`src/rtl/muldiv_pkg.sv`:
```
// muldiv_pkg: shared op and FSM state encodings for the multiply/divide unit and the decoder
package muldiv_pkg;

   typedef enum logic [1:0] {
      OP_MULTU = 2'b00,
      OP_MULT  = 2'b01,
      OP_DIVU  = 2'b10,
      OP_DIV   = 2'b11
   } op_e;

   typedef enum logic [1:0] {
      ST_IDLE  = 2'b00,
      ST_CALC  = 2'b01,
      ST_FIXUP = 2'b10
   } state_e;

   function automatic logic op_signed(input op_e op);
      return op == OP_MULT || op == OP_DIV;
   endfunction

   function automatic logic op_div(input op_e op);
      return op == OP_DIVU || op == OP_DIV;
   endfunction

endpackage

```
`src/rtl/muldiv_unit_negate.sv`:
```
// muldiv_negate: conditional two's-complement negator
//   neg_i : negate when 1, pass through when 0
//   val_i : input value, res_o : result
module muldiv_negate #(
   parameter int size = 32
) (
   input  logic            neg_i,
   input  logic [size-1:0] val_i,
   output logic [size-1:0] res_o
);
   assign res_o = neg_i ? ~val_i + 1'b1 : val_i;
endmodule

```
`src/rtl/muldiv_unit.sv`:
```
// muldiv_unit: iterative MULTU/MULT/DIVU/DIV unit, one bit per cycle, result in hi_o/lo_o
//   clk_i, rst_i (async active-low) : clock and reset
//   start_i, op_i, src1_i, src2_i   : request, sampled only while idle
//   busy_o, done_o                  : operation in progress / one-cycle completion pulse
//   hi_o, lo_o                      : product halves, or remainder / quotient
module muldiv_unit
   import muldiv_pkg::*;
#(
   parameter int size = 32
) (
   input  logic            clk_i,
   input  logic            rst_i,
   input  logic            start_i,
   input  logic [1:0]      op_i,
   input  logic [size-1:0] src1_i,
   input  logic [size-1:0] src2_i,
   output logic            busy_o,
   output logic            done_o,
   output logic [size-1:0] hi_o,
   output logic [size-1:0] lo_o
);
   localparam int CW = $clog2(size) + 1;

   state_e            state_q, state_d;
   op_e               op_q, op_d;
   logic [size-1:0]   m_q, m_d, acc_hi_q, acc_hi_d, acc_lo_q, acc_lo_d, hi_q, hi_d, lo_q, lo_d;
   logic [CW-1:0]     cnt_q, cnt_d;
   logic              done_q, done_d, sgn_q, sgn_d, rsgn_q, rsgn_d;
   op_e               op_in;
   logic              sgn_in, is_div, fits;
   logic [size-1:0]   abs1, abs2, quo, rem;
   logic [2*size-1:0] prod;
   logic [size:0]     sum, rs;

   assign op_in  = op_e'(op_i);
   assign sgn_in = op_signed(op_in);
   assign is_div = op_div(op_q);
   assign busy_o = state_q != ST_IDLE;
   assign done_o = done_q;
   assign hi_o   = hi_q;
   assign lo_o   = lo_q;

   muldiv_negate #(.size(size)) u_abs1 (.neg_i(sgn_in & src1_i[size-1]), .val_i(src1_i), .res_o(abs1));
   muldiv_negate #(.size(size)) u_abs2 (.neg_i(sgn_in & src2_i[size-1]), .val_i(src2_i), .res_o(abs2));
   muldiv_negate #(.size(2*size)) u_prod (.neg_i(sgn_q), .val_i({acc_hi_q, acc_lo_q}), .res_o(prod));
   muldiv_negate #(.size(size)) u_quo (.neg_i(sgn_q), .val_i(acc_lo_q), .res_o(quo));
   muldiv_negate #(.size(size)) u_rem (.neg_i(rsgn_q), .val_i(acc_hi_q), .res_o(rem));

   // multiply: add multiplicand when the multiplier LSB is set, then shift {carry,hi,lo} right
   assign sum  = {1'b0, acc_hi_q} + (acc_lo_q[0] ? {1'b0, m_q} : '0);
   // divide: shift {rem,quo} left and keep the trial subtraction when it does not borrow
   assign rs   = {acc_hi_q, acc_lo_q[size-1]};
   assign fits = rs >= {1'b0, m_q};

   always_comb begin
      state_d  = state_q;
      op_d     = op_q;
      m_d      = m_q;
      acc_hi_d = acc_hi_q;
      acc_lo_d = acc_lo_q;
      hi_d     = hi_q;
      lo_d     = lo_q;
      cnt_d    = cnt_q;
      done_d   = 1'b0;
      sgn_d    = sgn_q;
      rsgn_d   = rsgn_q;
      case (state_q)
         ST_IDLE: if (start_i) begin
            state_d  = ST_CALC;
            op_d     = op_in;
            cnt_d    = '0;
            acc_hi_d = '0;
            m_d      = op_div(op_in) ? abs2 : abs1;
            acc_lo_d = op_div(op_in) ? abs1 : abs2;
            // a zero divisor must leave the all-ones quotient un-negated
            sgn_d    = sgn_in & (src1_i[size-1] ^ src2_i[size-1]) & ~(op_div(op_in) & (src2_i == '0));
            rsgn_d   = sgn_in & src1_i[size-1];
         end
         ST_CALC: begin
            cnt_d    = cnt_q + 1'b1;
            acc_hi_d = is_div ? (fits ? rs[size-1:0] - m_q : rs[size-1:0]) : sum[size:1];
            acc_lo_d = is_div ? {acc_lo_q[size-2:0], fits} : {sum[0], acc_lo_q[size-1:1]};
            if (cnt_q == CW'(size - 1)) state_d = ST_FIXUP;
         end
         ST_FIXUP: begin
            {hi_d, lo_d} = is_div ? {rem, quo} : prod;
            done_d       = 1'b1;
            state_d      = ST_IDLE;
         end
         default: state_d = ST_IDLE;
      endcase
   end

   always_ff @(posedge clk_i or negedge rst_i) begin
      if (!rst_i) begin
         state_q  <= ST_IDLE;
         op_q     <= OP_MULTU;
         m_q      <= '0;
         acc_hi_q <= '0;
         acc_lo_q <= '0;
         hi_q     <= '0;
         lo_q     <= '0;
         cnt_q    <= '0;
         done_q   <= 1'b0;
         sgn_q    <= 1'b0;
         rsgn_q   <= 1'b0;
      end else begin
         state_q  <= state_d;
         op_q     <= op_d;
         m_q      <= m_d;
         acc_hi_q <= acc_hi_d;
         acc_lo_q <= acc_lo_d;
         hi_q     <= hi_d;
         lo_q     <= lo_d;
         cnt_q    <= cnt_d;
         done_q   <= done_d;
         sgn_q    <= sgn_d;
         rsgn_q   <= rsgn_d;
      end
   end
endmodule

```
`config.mk`:
```
export PLATFORM = sky130hd
export DESIGN_NAME = muldiv_unit
export DESIGN_NICKNAME = d
export VERILOG_FILES = /design/src/rtl/muldiv_pkg.sv /design/src/rtl/muldiv_unit_negate.sv /design/src/rtl/muldiv_unit.sv
export SDC_FILE = /design/constraint.sdc
export NUM_CORES = 1
export LEC_CHECK = 0
export ABC_CLOCK_PERIOD_IN_PS = 4400
export BUFFER_PORTS_ARGS = -buffer_cell sky130_fd_sc_hd__buf_2
export CORE_ASPECT_RATIO = 0.8
export CORE_MARGIN = 5
export CORE_UTILIZATION = 45
export DETAILED_ROUTE_END_ITERATION = 10
export HOLD_SLACK_MARGIN = 0.05
export PLACE_DENSITY_LB_ADDON = 0.15
export SLEW_MARGIN = 20
export SYNTH_ARGS = -nofsm -noshare
export SYNTH_HDL_FRONTEND = slang
export SYNTH_SLANG_ARGS = --single-unit
```
`constraint.sdc`:
```
create_clock -name clk_i -period 4.4 [get_ports clk_i]
set_clock_uncertainty 0.1 [all_clocks]
set_input_delay 0.66 -clock clk_i [delete_from_list [all_inputs] [get_ports clk_i]]
set_output_delay 0.66 -clock clk_i [all_outputs]
set_load 0.05 [all_outputs]
```
==> flow_metrics.tcl <==
set metrics [dict create \
    status "completed" \
    setup_viol 0 \
    slowest_stage "a211oi_1" \
    timing.setup.tns_ns 0 \
    drt-pass1-iter-count 6 \
    synth_top_area_share_pct 29.4 \
    setup_ws_ns 0.553 \
    avgSynthCellArea_um2 7.83 \
    required_ns 4.65 \
    final_common_cell "nand2_1" \
    drv_cap 0 \
    totalWireLength_um 50700 \
    syn_nets 2011 \
    clockRootBuffer "clkbuf_16" \
    synth_warnings 0 \
    syn_inst 1871 \
    critPathBufInv 1 \
    cts_made_buffers 17 \
    syn_to_final_growth_pct 11.9 \
    ir_worst_vdd_uv 344 \
    hpwlAfterDp_um 39900 \
    synth_edf_count 0 \
    finalHoldViolations 0 \
    mostFrequentLayoutCells "nand2_1, o21ai_0, dfrtp_1" \
    hold_class "in -> async" \
    min_period_over_period_pct 87.4 \
    cts_max_path_buffers 2 \
    n_antenna_cell 0 \
    instances_no_fill 2389 \
    rows 59 \
    period_needed_ns 3.85 \
    clkSinkCount 172 \
    rsz0062_at_grt "no" \
    p_clk_share_pct 12.3 \
    htreeDepth 4 \
    clk_pin_slew_ns 0.08 \
    die_h_um 171 \
    finalMaxSlewViolations 0 \
    path_common_cell "o211ai_1" \
    synth.top_cells.by_area "dfrtp_1, o21ai_0, ha_1" \
    gp_congestion 0.985 \
    vias 14550 \
    fin_nets 2089 \
    timing.slew.headroom_pct 36.3 \
    die_w_um 212 \
    timing.critical_path.from "acc_lo_q[0]$_DFFE_PN0P_" \
    fmaxAchievable_ghz 0.260 \
    power_frac_seq_pct 22.5 \
    drt-initial-drc-count 1535 \
    dp_cells 2356 \
    swShare_pct 51.8 \
    ys.flop_type "dfrtp_1" \
    path_delay_family "compound AO/OA/AOI/OAI gates" \
    synth_area_leader_cell "dfrtp_1" \
    viasPerCell 6.09 \
    p_leak_uw 0.00719 \
    arrival_ns 4.09 \
    place_ws_ns 0.666 \
    path_cells "clkinv_1, nor2_1, ha_1, o211ai_1, o211ai_1, a21oi_1, o21ai_0, a211oi_1, o31ai_1, xnor2_1, a22o_1, a221o_1" \
    track_usage_pct 27.6 \
    grt_max_degree 130 \
    netlist_area_mm2 0.0146 \
    grt.overflow.total 0 \
    critPathMaxStageDelay_ns 0.48 \
    coreArea_mm2 0.0323 \
    power_density_mw_per_mm2 760 \
    drive_gt1_share_pct 12.8 \
    antenna_left 0 \
    ys_types 80 \
    initial_utilization_pct 45.3 \
    cts_tree "done" \
    ios 135 \
    grt_pass1_wl_um 78600 \
    remaining_drc_errors 0 \
    yosysSeqAreaShare_pct 29.4 \
    antenna_found_initial 0 \
    die_area_mm2 0.0363 \
    grt_pass1_vias 13368 \
    worst_pin_slew_ns 0.953 \
    wire_per_inst_um 21.2 \
    portBuffers 134 \
    crit_type "reg -> reg" \
    p_int_uw 6000 \
    holdWs_ns 0.152 \
    clk_latency_ns 0.46 \
    ys_ff_latch 172 \
    postCtsHoldBufs 0 \
    fill_cells 3168 \
    cts_resized 0 \
    combPwrFrac_pct 65.3 \
    synthArstFlopShare_pct 100 \
    crit_path_end_kind "flip-flop" \
    r2r_start "acc_lo_q[0]$_DFFE_PN0P_" \
    critical_path.max_fanout 14 \
    switchingPower_uw 6460 \
    start_kind "flip-flop" \
    cts_setup_buffers 0 \
]
-- metrics by stage --
| stage | util, % | area (um2) | total power, uW |
|---|---|---|---|
| final | 50.7 | 16400 | 12500 |
| after global placement | 48.8 | 15800 | 10600 |
| after CTS | 50.6 | 16400 | 12200 |
| after detailed placement | 48.8 | 15800 | 10700 |
| after floorplan | - | 14600 | 8140 |
| after global routing | 50.7 | 16400 | 13300 |
-- worst register-to-register path, stage by stage (launching register included) --
cell and delay (ns):
dfrtp_1 0.40, clkinv_1 0.43, nor2_1 0.29, ha_1 0.30, o211ai_1 0.25, o211ai_1 0.16
a21oi_1 0.29, o21ai_0 0.31, a211oi_1 0.48, o31ai_1 0.13, xnor2_1 0.14, a22o_1 0.20
a221o_1 0.25
-- final timing paths --
check | end | slack [ns] | depth (start not counted)
worst min-delay path | m_q[19]$_DFFE_PN0P_ | 0.15 | 1
worst max register to register | acc_hi_q[24]$_DFFE_PN0P_ | 0.55 | 12
worst min register to register | hi_o[2]$_DFFE_PN0P_ | 0.37 | 2
min in group clk_i | hi_o[2]$_DFFE_PN0P_ | 0.37 | 2
max in group asynchronous | hi_o[30]$_DFFE_PN0P_ | 3.11 | 2
worst max-delay path | acc_hi_q[24]$_DFFE_PN0P_ | 0.55 | 12
-- power groups by stage --
stage	sequential, uW	clock (uW)	combinational (uW)
after floorplan	2460	0	5680
after global placement	2780	0	7870
after detailed placement	2780	0	7870
after CTS	2760	1560	7910
after global routing	2840	1630	8810
final	2800	1530	8130
-- sequential cells by signal, indices dropped and copies added, names as in the netlist --
name      flops
lo_o         32
done_o        1
cnt_q         6
acc_hi_q     32
sgn_q         1
rsgn_q        1
acc_lo_q     32
m_q          32
hi_o         32
op_q          1
state_q       2
-- kinds of logic (layout without fill, tap and decap cells) --
logic type | Yosys count | after routing | share of synthesized area [%]
flops | 172 | 172 | 29.4
compound gates | 622 | 622 | 26.4
fa+ha+maj | 71 | 71 | 6.17
mux | 55 | 55 | 3.79
simple gates | 587 | 587 | 18.9
buf+inv | 191 | 282 | 5.04
xor+xnor | 173 | 173 | 10.3
-- synthesized netlist by cell type (6+ instances only) --
cell and count:
nand2_1 213, o21ai_0 205, dfrtp_1 172, nor2_1 164, a21oi_1 145, clkbuf_1 102
xnor2_1 89, xor2_1 84, ha_1 69, inv_1 66, mux2i_1 52, o211ai_1 38
nor3_1 37, a21o_1 34, a31oi_1 33, nand3_1 32, a211oi_1 26, a22oi_1 25
o31ai_1 22, nand2b_1 17, nand4_1 17, nor4_1 15, buf_1 14, or3_1 13
and2_1 12, and3_1 12, o41ai_1 11, or4_1 11, o21bai_1 10, nor2b_1 8
o21a_1 7, and4_1 6, nor3b_1 6, o221ai_1 6, o22ai_1 6
-- final cells by class --
type | count | area (um2) | area share, %
Clock buffer | 19 | 443 | 2.70
Clock inverter | 13 | 148 | 0.901
Inverter | 68 | 255 | 1.56
Multi-Input combinational cell | 1508 | 9630 | 58.8
Sequential cell | 172 | 4310 | 26.3
Tap cell | 427 | 534 | 3.26
Timing Repair Buffer | 182 | 1070 | 6.53
-- layer usage --
layer	track usage (%)	vias up	wire length [um]	part of all wire [%]
met5	0	-	0	0
met4	6.41	0	964	1.9
met3	5.47	73	4870	9.6
met2	39.6	703	20800	41
met1	42.6	6876	24100	48
li1	-	6898	-	-
Power figures use the tool's default switching activity.
